## src/rtl/seq_gen.sv

```systemverilog
`default_nettype none
// ---------------------------------------------------------------------------
// seq_gen : serial test-sequence generator, MSB-first, DIV clocks per bit
// Rev 1.0 : initial release
// ---------------------------------------------------------------------------
module seq_gen #(
   parameter int PAT_W = 16,
   parameter int LEN_W = 5,
   parameter int DIV   = 4
) (
   input  logic             sysclk,
   input  logic             rst,
   input  logic             start,
   input  logic             stop,
   input  logic             loop,
   input  logic [PAT_W-1:0] pattern,
   input  logic [LEN_W-1:0] len,
   output logic             data_out,
   output logic             bit_stb,
   output logic             busy,
   output logic             frame_done,
   output logic [7:0]       frame_cnt
);

   localparam int IDX_W = $clog2(PAT_W);
   localparam int CNT_W = (DIV > 1) ? $clog2(DIV) : 1;
   localparam logic [CNT_W-1:0] CNT_LAST = CNT_W'(DIV - 1);
   localparam logic [LEN_W:0]   LEN_MAX  = (LEN_W+1)'(PAT_W);

   localparam logic [0:0] S_IDLE = 1'b0;
   localparam logic [0:0] S_SEND = 1'b1;

   logic [0:0]       state;
   logic [PAT_W-1:0] shadow;
   logic [IDX_W-1:0] first_idx;
   logic [IDX_W-1:0] idx;
   logic [CNT_W-1:0] div_cnt;

   logic             len_ok;
   logic [IDX_W-1:0] len_idx;
   logic             bit_last;
   logic             frame_end;

   assign len_ok    = (len != '0) && ({1'b0, len} <= LEN_MAX);
   assign len_idx   = IDX_W'(len - 1'b1);
   assign bit_last  = (div_cnt == CNT_LAST);
   assign frame_end = bit_last && (idx == '0);
   assign busy      = (state == S_SEND);

   // Each branch loads data_out with the bit that will be on the line next
   // cycle, so the serial output comes straight from a flop.
   always_ff @(posedge sysclk or posedge rst) begin
      if (rst) begin
         state      <= S_IDLE;
         shadow     <= '0;
         first_idx  <= '0;
         idx        <= '0;
         div_cnt    <= '0;
         data_out   <= 1'b0;
         bit_stb    <= 1'b0;
         frame_done <= 1'b0;
         frame_cnt  <= '0;
      end else begin
         frame_done <= 1'b0;
         case (state)
            S_IDLE: begin
               if (start && !stop && len_ok) begin
                  state     <= S_SEND;
                  shadow    <= pattern;
                  first_idx <= len_idx;
                  idx       <= len_idx;
                  div_cnt   <= '0;
                  data_out  <= pattern[len_idx];
                  bit_stb   <= 1'b1;
               end else begin
                  data_out <= 1'b0;
                  bit_stb  <= 1'b0;
               end
            end
            S_SEND: begin
               if (frame_end) begin
                  frame_done <= 1'b1;
                  frame_cnt  <= frame_cnt + 1'b1;
                  if (loop && !stop) begin
                     idx      <= first_idx;
                     div_cnt  <= '0;
                     data_out <= shadow[first_idx];
                     bit_stb  <= 1'b1;
                  end else begin
                     state    <= S_IDLE;
                     data_out <= 1'b0;
                     bit_stb  <= 1'b0;
                  end
               end else if (stop) begin
                  state    <= S_IDLE;
                  data_out <= 1'b0;
                  bit_stb  <= 1'b0;
               end else if (bit_last) begin
                  idx      <= idx - 1'b1;
                  div_cnt  <= '0;
                  data_out <= shadow[idx - 1'b1];
                  bit_stb  <= 1'b1;
               end else begin
                  div_cnt <= div_cnt + 1'b1;
                  bit_stb <= 1'b0;
               end
            end
            default: begin
               state    <= S_IDLE;
               data_out <= 1'b0;
               bit_stb  <= 1'b0;
            end
         endcase
      end
   end

endmodule
`default_nettype wire

```

## config.mk

```make
export PLATFORM = sky130hd
export DESIGN_NAME = seq_gen
export DESIGN_NICKNAME = d
export VERILOG_FILES = /design/src/rtl/seq_gen.sv
export SDC_FILE = /design/constraint.sdc
export NUM_CORES = 1
export LEC_CHECK = 0
export BUFFER_PORTS_ARGS = -buffer_cell sky130_fd_sc_hd__buf_4
export CAP_MARGIN = 20
export CELL_PAD_IN_SITES_DETAIL_PLACEMENT = 0
export CELL_PAD_IN_SITES_GLOBAL_PLACEMENT = 2
export CORE_UTILIZATION = 39
export CTS_BUF_LIST = sky130_fd_sc_hd__clkbuf_8
export CTS_CLUSTER_DIAMETER = 120
export DETAILED_ROUTE_END_ITERATION = 12
export GPL_TIMING_DRIVEN = 0
export PLACE_DENSITY = 0.87
export SLEW_MARGIN = 20
export SYNTH_ARGS = -nofsm -noshare
export SYNTH_HDL_FRONTEND = slang
export SYNTH_SLANG_ARGS = --single-unit
```

## constraint.sdc

```tcl
create_clock -name sysclk -period 2.7 [get_ports sysclk]
set_input_delay 0.135 -clock sysclk [delete_from_list [all_inputs] [get_ports sysclk]]
set_output_delay 0.135 -clock sysclk [all_outputs]
set_load 0.005 [all_outputs]
```

After elaboration in Yosys (flattened, before gate mapping)
Index checks and enable logic that the tools add are counted.
Storage, ports and cells
  word-level logic and storage cells: 71
  bits in registers: 38
Operators by class
  mux-type cells: 35
  $add $sub $neg: 4
  bitwise operators: 1
  equal/unequal tests: 6
  order comparisons: 4
  reduce and logical (&&, ||, !) cells: 12
Operator list (number)
  $mux W4: 5
  $mux W1: 17
  $lt A4 B5 Y1 const B: 3
  $bmux W1 S4: 3
  $mux W2: 5
  $add A8 B1 Y8 const B: 1
  $pmux W4 S2: 1
  $sub A4 B1 Y4 const B: 2
  $ne A3 B2 Y1 const B: 2
  $pmux W1 S2: 3
  $le A5 B5 Y1 const B: 1
  $logic_and A1 B1 Y1: 5
  $reduce_bool A5 Y1: 1
  $logic_not A4 Y1: 1
  $ne A4 B2 Y1 const B: 1
  $pmux W2 S2: 1
  $reduce_and A2 Y1: 2
  $reduce_and A4 Y1: 1
  $ne A3 B1 Y1 const B: 1
  $reduce_and A3 Y1: 1
  $add A2 B1 Y2 const B: 1
  $eq A2 B2 Y1 const B: 1
  $ne A2 B2 Y1 const B: 1
  $logic_not A1 Y1: 1
  $not A1 Y1: 1

Longest topological paths before layout
Gate-level depths: netlist (run 1).
  word-level depth: 7
  mapped depth: 9
  gate-level depth less buffers: 7

Worst setup path after synthesis (run 1)
Ideal clock, no wire load.
  path kind: register to register
  start: reg idx[0]
  end: reg frame_cnt[7]
  clock period less this slack: 1950 ps
  stages on the path, launching flop included: 9
  setup time: 123 ps
  path buffers: 1
  setup slack: 750 ps
  arrival: 1827 ps
  cell sequence: dfrtp_1 > buf_2 > inv_1 > ha_1 > nor4bb_1 > and4_1 > and4_1 > nand3_1 > xnor2_1
Between the ends
  word-level cells in the longest chain between the ends: 3
RTL lines
  start, declared: RTL line 36  | logic [IDX_W-1:0] idx;
  start signal, assigned: RTL line 71  | idx <= len_idx;
  start signal, assigned: RTL line 85  | idx <= first_idx;
  start signal, assigned: RTL line 99  | idx <= idx - 1'b1;
  $logic_not A4 Y1: RTL line 47  | assign frame_end = bit_last && (idx == '0);
  $logic_and A1 B1 Y1: RTL line 47
  $reduce_and A2 Y1 (no line)
  end signal, assigned: RTL line 83  | frame_cnt <= frame_cnt + 1'b1;
  end, declared: RTL line 22  | output logic [7:0] frame_cnt
Every way passes these cells.
A chain may end at the register's enable or synchronous reset.

Worst setup path in the final report (run 1)
Same ends and word-level chain as after synthesis.

==> results.yml, run 1 <==
synth:
  synth_edf_count: 0
  synth-main-ff-cell: "dfrtp_1"
  postSynthAreaPerCell_um2: 12.6
  synthArstFlopShare: 1.00
  ys_seq_area_frac: 0.444
  synth_fp_nets: 200
  synthesis.area_mm2: 0.00214
  synth_top_area_frac: 0.444
  synth_cell_types: 39
  ys_seq_elements: 38
  syn_inst: 170
  yosys_warnings: 0
  yosysTopAreaCell: "dfrtp_1"
  synthTopCellsByArea: "dfrtp_1 (44%), mux2_2 (10%), mux4_2 (9.5%)"
placement:
  dpl-instance-area_mm2: 0.00250
  hpwl_um: 3590
  numPortBuffers: 36
  place.gp.congestion: 0.839
layout:
  nNetsFinal: 243
  final_cell_mix: "dfrtp_1 (38), buf_4 (36), mux2_2 (19)"
  nFillCells: 497
  drive_gt1_frac: 0.371
  antenna_cells: 0
  areaGrowthSynthToFinish_pct: 20.4
  layout_commonest_cell: "dfrtp_1"
  fin_area_mm2: 0.00258
power:
  power_density_mw_per_mm2: 682
  p_int_mw: 1.20
  clockPowerShare: 0.210
  p_seq_frac: 0.441
  peakVddDrop_mv: 0.410
  switching_share: 0.316
  p_leak_nw: 1.14
  p_sw_uw: 555
  p_comb_frac: 0.349
timing:
  clock_skew_ns: 0.00970
  finalSetupViolations: 0
  worst_slew_pin_slew_ns: 0.782
  rsz0062_at_grt: "false"
  whs_ns: -0.00859
  min_period_ns: 2.46
  slew_violations: 0
  hold_viol_final: 4
  fmax_ghz: 0.407
  relSlewSlack: 0.478
  setup_tns_ns: 0
  period_share: 0.911
clock_network:
  ctsResizeCount: 0
  clock-root-buffer: "clkbuf_8"
  htreeDepth: 2
  clk_pin_slew_ns: 0.08
  cts_sinks: 38
  post_cts_buffers: 0
  hold_buffers: 0
  cts_inserted_buffers: 5
  clk_path_buf_depth: 2
  cts_tree: "done"
  clk_latency_ns: 0.29
drt:
  drtIter0Drc: 45
  drc: 0
  ant_nets: 0
  via_per_inst: 5.41
  drtPass1Iterations: 4
  wl_per_cell_um: 16.7
  vias: 1530
  drt-total-wl_um: 4730
floorplanning:
  pin_count: 38
  die_w_um: 76.1
  start_util: 0.411
  fp-row-count: 26
  die_area_mm2: 0.00579
  die_h_um: 76.1
  core-area_mm2: 0.00520
setup_path:
  r2r-end: "frame_cnt[7]$_DFFE_PP0P_"
  r2r_cells: 8
  crit_arrival_ns: 2.63
  setup.worst_path.class: "flip-flop to flip-flop"
  timing.rr.start: "idx[0]$_DFFE_PP0P_"
  cp-start-kind: "flip-flop"
  critPathMaxFanout: 10
  cp.required_ns: 2.87
  rrSetupSlack_ns: 0.24
  end_kind: "flip-flop"
global_route:
  grt_pass1_vias: 1628
  grt_pass1_wl_um: 8070
  overflow: 0
  antenna_found_initial: 0
  track_usage: 0.178
  grt_max_degree: 39
worst_hold_path:
  hold_path.class: "input port to asynchronous set/reset pin"
run:
  maxCapViolCount: 0
status:
  violations: "hold timing"
  status: "finished, violations left"
-- critical path: stages, from the launching register on --
cell	delay, ns
dfrtp_1	0.35
buf_2	0.19
inv_1	0.10
ha_1	0.27
nor4bb_1	0.59
and4_1	0.34
and4_1	0.25
nand3_1	0.11
xnor2_1	0.13
-- per-layer routing --
layer,vias to the layer above,GRT usage,routed length (um)
met4,0,0.0519,55
li1,722,-,-
met3,4,0.0407,156
met2,24,0.319,2450
met5,-,0,0
met1,780,0.214,2070
-- area by class of cell --
cell class	count	area, um2	area share
buffer	7	45.0	0.0175
timing repair buffer	36	270	0.105
sequential	38	951	0.369
clock inverter	2	10.0	0.00388
inverter	10	37.5	0.0146
clock buffer	5	68.8	0.0267
multi-input combinational	115	1110	0.430
tap	70	87.6	0.0340
-- cell usage after synthesis, drive strengths merged, types with 2 or more instances --
library cell,count
buf,5
nand4,3
o21ai,8
clkbuf,2
nand2,9
and4,2
mux2i,3
nor2,6
o211ai,6
nand3,2
dfrtp,38
a21oi,5
ha,4
xnor2,8
xor2,4
nor3b,2
mux2,19
nor3,2
or3,2
o21a,2
inv,10
nand3b,2
mux4,13
-- power by group through the flow --
stage / Clock, mW / Combinational [mW] / Sequential [mW]
3_3_place_gp: 0 / 0.600 / 0.775
3_5_place_dp: 0 / 0.615 / 0.785
4_1_cts: 0.382 / 0.617 / 0.774
6_report: 0.370 / 0.614 / 0.776
5_1_grt: 0.401 / 0.681 / 0.791
2_1_floorplan: 0 / 0.486 / 0.750
-- metrics by stage --
stage	setup WS, ns	cells	util	total power, mW
after floorplan	0.750	170	-	1.24
after global placement	0.275	276	0.480	1.38
after detailed placement	0.265	276	0.480	1.40
after CTS	0.239	283	0.495	1.77
after global routing	0.113	283	0.495	1.87
final	0.242	283	0.495	1.76
-- state kept, by name, indices dropped and copies added (netlist names) --
signal      flops
bit_stb         1
busy            1
div_cnt         2
first_idx       4
idx             4
shadow         16
data_out        1
frame_done      1
frame_cnt       8
-- worst max path at each step --
stage                                   from                       end  slack, ns  depth (start not counted)
after detailed placement  idx[0]$_DFFE_PP0P_  frame_cnt[7]$_DFFE_PP0P_       0.26                          8
after global routing      idx[0]$_DFFE_PP0P_  frame_cnt[7]$_DFFE_PP0P_       0.11                          8
final                     idx[0]$_DFFE_PP0P_  frame_cnt[7]$_DFFE_PP0P_       0.24                          8
after CTS                 idx[0]$_DFFE_PP0P_  frame_cnt[7]$_DFFE_PP0P_       0.24                          8
after floorplan           idx[0]$_DFFE_PP0P_  frame_cnt[7]$_DFFE_PP0P_       0.75                          8
after global placement    idx[0]$_DFFE_PP0P_  frame_cnt[7]$_DFFE_PP0P_       0.28                          8
-- cells by family (layout without fill, tap and decap cells) --
| logic type | count (synthesis) | after routing | share of synthesized area |
|---|---|---|---|
| AO/OA/AOI/OAI | 29 | 29 | 0.0947 |
| adder cells (fa/ha/maj) | 4 | 4 | 0.0234 |
| flip-flops | 38 | 38 | 0.444 |
| XOR/XNOR | 12 | 12 | 0.0491 |
| buffers and inverters | 17 | 60 | 0.0386 |
| AND/OR/NAND/NOR | 35 | 35 | 0.0923 |
| multiplexers | 35 | 35 | 0.258 |
Power figures use the tool's default switching activity.
==> run 2: changes to the inputs <==
--- a/config.mk
+++ b/config.mk
@@ -9,6 +9,7 @@
 export CAP_MARGIN = 20
 export CELL_PAD_IN_SITES_DETAIL_PLACEMENT = 0
 export CELL_PAD_IN_SITES_GLOBAL_PLACEMENT = 2
+export CORE_MARGIN = 5
 export CORE_UTILIZATION = 39
 export CTS_BUF_LIST = sky130_fd_sc_hd__clkbuf_8
 export CTS_CLUSTER_DIAMETER = 120
==> run 2 against run 1 <==
  * The flow now finishes without violations
  * Sequential share of layout area is 0.74 points lower
  * Highest routed layer unchanged
  * Design area is 2.0% higher
  * Critical path type unchanged
  * Cell count is 1.8% higher
  * Routed wire length is 1.6% lower
  * Maximum frequency is 2.2% higher
  * Hold slack better by 0.067 ns
  * Clock skew is 0.0046 ns lower
  * Non-clock buffer count is 2 higher
  * Flip-flop and latch count stayed put
  * Combinational power hardly changed
==> results.yml, run 2 (same netlist as run 1, synthesis figures left out) <==
status:
  status: "complete, no violations"
power:
  peakVddDrop_mv: 0.434
  p_leak_nw: 1.17
  power_density_mw_per_mm2: 682
global_route:
  track_usage: 0.147
  overflow: 0
  grt_max_degree: 21
  grt_pass1_vias: 1605
  grt_pass1_wl_um: 8280
  antenna_found_initial: 0
setup_path:
  slowest_stage: "nor4bb_1"
  cp.buffers_inverters: 2
  crit_top_cell: "and4_1"
  slowest_delay_ns: 0.54
  critPathLaunch: "idx[0]$_DFFE_PP0P_"
  rrSetupSlack_ns: 0.29
  crit_arrival_ns: 2.60
  cp.required_ns: 2.89
  r2r-end: "frame_cnt[7]$_DFFE_PP0P_"
  end_kind: "flip-flop"
  cp-start-kind: "flip-flop"
  r2r_cells: 8
  critPathMaxFanout: 10
  setup.worst_path.class: "flip-flop to flip-flop"
  cp_cell_sequence: "buf_2, inv_1, ha_1, nor4bb_1, and4_1, and4_1, nand3_1, xnor2_1"
  timing.rr.start: "idx[0]$_DFFE_PP0P_"
  critPathTopFamily: "simple AND/OR/NAND/NOR gates"
placement:
  place.gp.congestion: 0.834
  dpl-instance-area_mm2: 0.00253
  numPortBuffers: 36
  hpwl_um: 3660
drt:
  ant_nets: 0
  drc: 0
  drtIter0Drc: 87
  drtPass1Iterations: 4
  wl_per_cell_um: 16.2
  vias: 1503
  via_per_inst: 5.22
  drt-total-wl_um: 4650
clock_network:
  clk_latency_ns: 0.30
  cts_tree: "done"
  clk_path_buf_depth: 2
  htreeDepth: 2
  clk_pin_slew_ns: 0.07
  cts_sinks: 38
  cts_inserted_buffers: 5
  ctsResizeCount: 0
  post_cts_buffers: 0
  clock-root-buffer: "clkbuf_8"
layout:
  areaGrowthSynthToFinish_pct: 22.9
  final_cell_mix: "dfrtp_1 (38), buf_4 (36), mux2_2 (19)"
  largest_reg_flops: 16
  fin_area_mm2: 0.00263
  fin_util: 0.487
  drive_gt1_frac: 0.370
  reg.largest.list: "shadow (16), frame_cnt (8)"
  top_register: "shadow"
  nFillCells: 505
  layout_commonest_cell: "dfrtp_1"
  antenna_cells: 0
  nNetsFinal: 245
timing:
  hold_viol_final: 0
  clock_skew_ns: 0.00507
  slew_violations: 0
  setup_tns_ns: 0
  min_period_ns: 2.41
  fmax_ghz: 0.416
  relSlewSlack: 0.578
  worst_slew_pin_slew_ns: 0.631
  finalSetupViolations: 0
  period_share: 0.891
  rsz0062_at_grt: "false"
floorplanning:
  fp-row-count: 27
  die_w_um: 84.1
  start_util: 0.396
  core-area_mm2: 0.00541
  die_area_mm2: 0.00707
  die_h_um: 84.1
  pin_count: 38
worst_hold_path:
  whs_path_depth: 2
  hp-start: "stop"
  hold_path.class: "input port to flip-flop"
  min_to: "busy$_DFF_PP0_"
run:
  maxCapViolCount: 0
==> run 2: changes by cell type in the layout (fill, tap and decap cells not counted) <==
cell           before  now
inv_1               9   10
buf_16              0    1
clkbuf_8            5    6
dlygate4sd3_1       0    1
clkinv_2            2    1
==> run 2: what timing repair did <==
item / CTS / global route
hold endpoints to repair: 19 / 0
setup endpoints to repair: 0 / 0
hold buffers: 1 / 0
==> run 2: cell type report <==
cell class	count	area, um2	share of cell area
Sequential cell	38	951	0.362
Buffer	7	45.0	0.0171
Tap cell	72	90.1	0.0343
Clock inverter	2	8.76	0.00333
Timing Repair Buffer	38	308	0.117
Inverter	10	37.5	0.0143
Multi-Input combinational cell	115	1110	0.421
Clock buffer	6	82.6	0.0314
==> run 2: through the flow <==
step | power (mW) | worst slack (ns) | instances | hold slack (ns)
final | 1.79 | 0.294 | 288 | 0.0583
after detailed placement | 1.40 | 0.345 | 279 | 0.186
after global routing | 1.93 | 0.0962 | 288 | 0.0563
after CTS | 1.81 | 0.331 | 288 | 0.0594
after global placement | 1.39 | 0.362 | 278 | 0.365
after floorplan | 1.24 | 0.750 | 170 | 0.232
==> run 2: worst max path at each step <==
stage,endpoint,cells past startpoint
floorplan,frame_cnt[7]$_DFFE_PP0P_,8
global placement,frame_cnt[7]$_DFFE_PP0P_,8
detailed placement,frame_cnt[7]$_DFFE_PP0P_,8
CTS,frame_cnt[7]$_DFFE_PP0P_,8
global route,frame_cnt[7]$_DFFE_PP0P_,8
finish,frame_cnt[7]$_DFFE_PP0P_,8
==> run 2: metal layers <==
| metal | GRT usage | routed length, um | vias up |
|---|---|---|---|
| met4 | 0.0263 | 35 | 0 |
| met5 | 0 | 0 | - |
| met3 | 0.0573 | 342 | 5 |
| li1 | - | - | 736 |
| met1 | 0.192 | 2020 | 721 |
| met2 | 0.235 | 2250 | 41 |
==> run 2: report_power, final <==
group          internal [mW]  leakage, nW  total [mW]  switching, mW
combinational          0.357        0.636       0.613          0.256
clock                  0.202       0.0524       0.406          0.203
sequential             0.678        0.478       0.774         0.0961
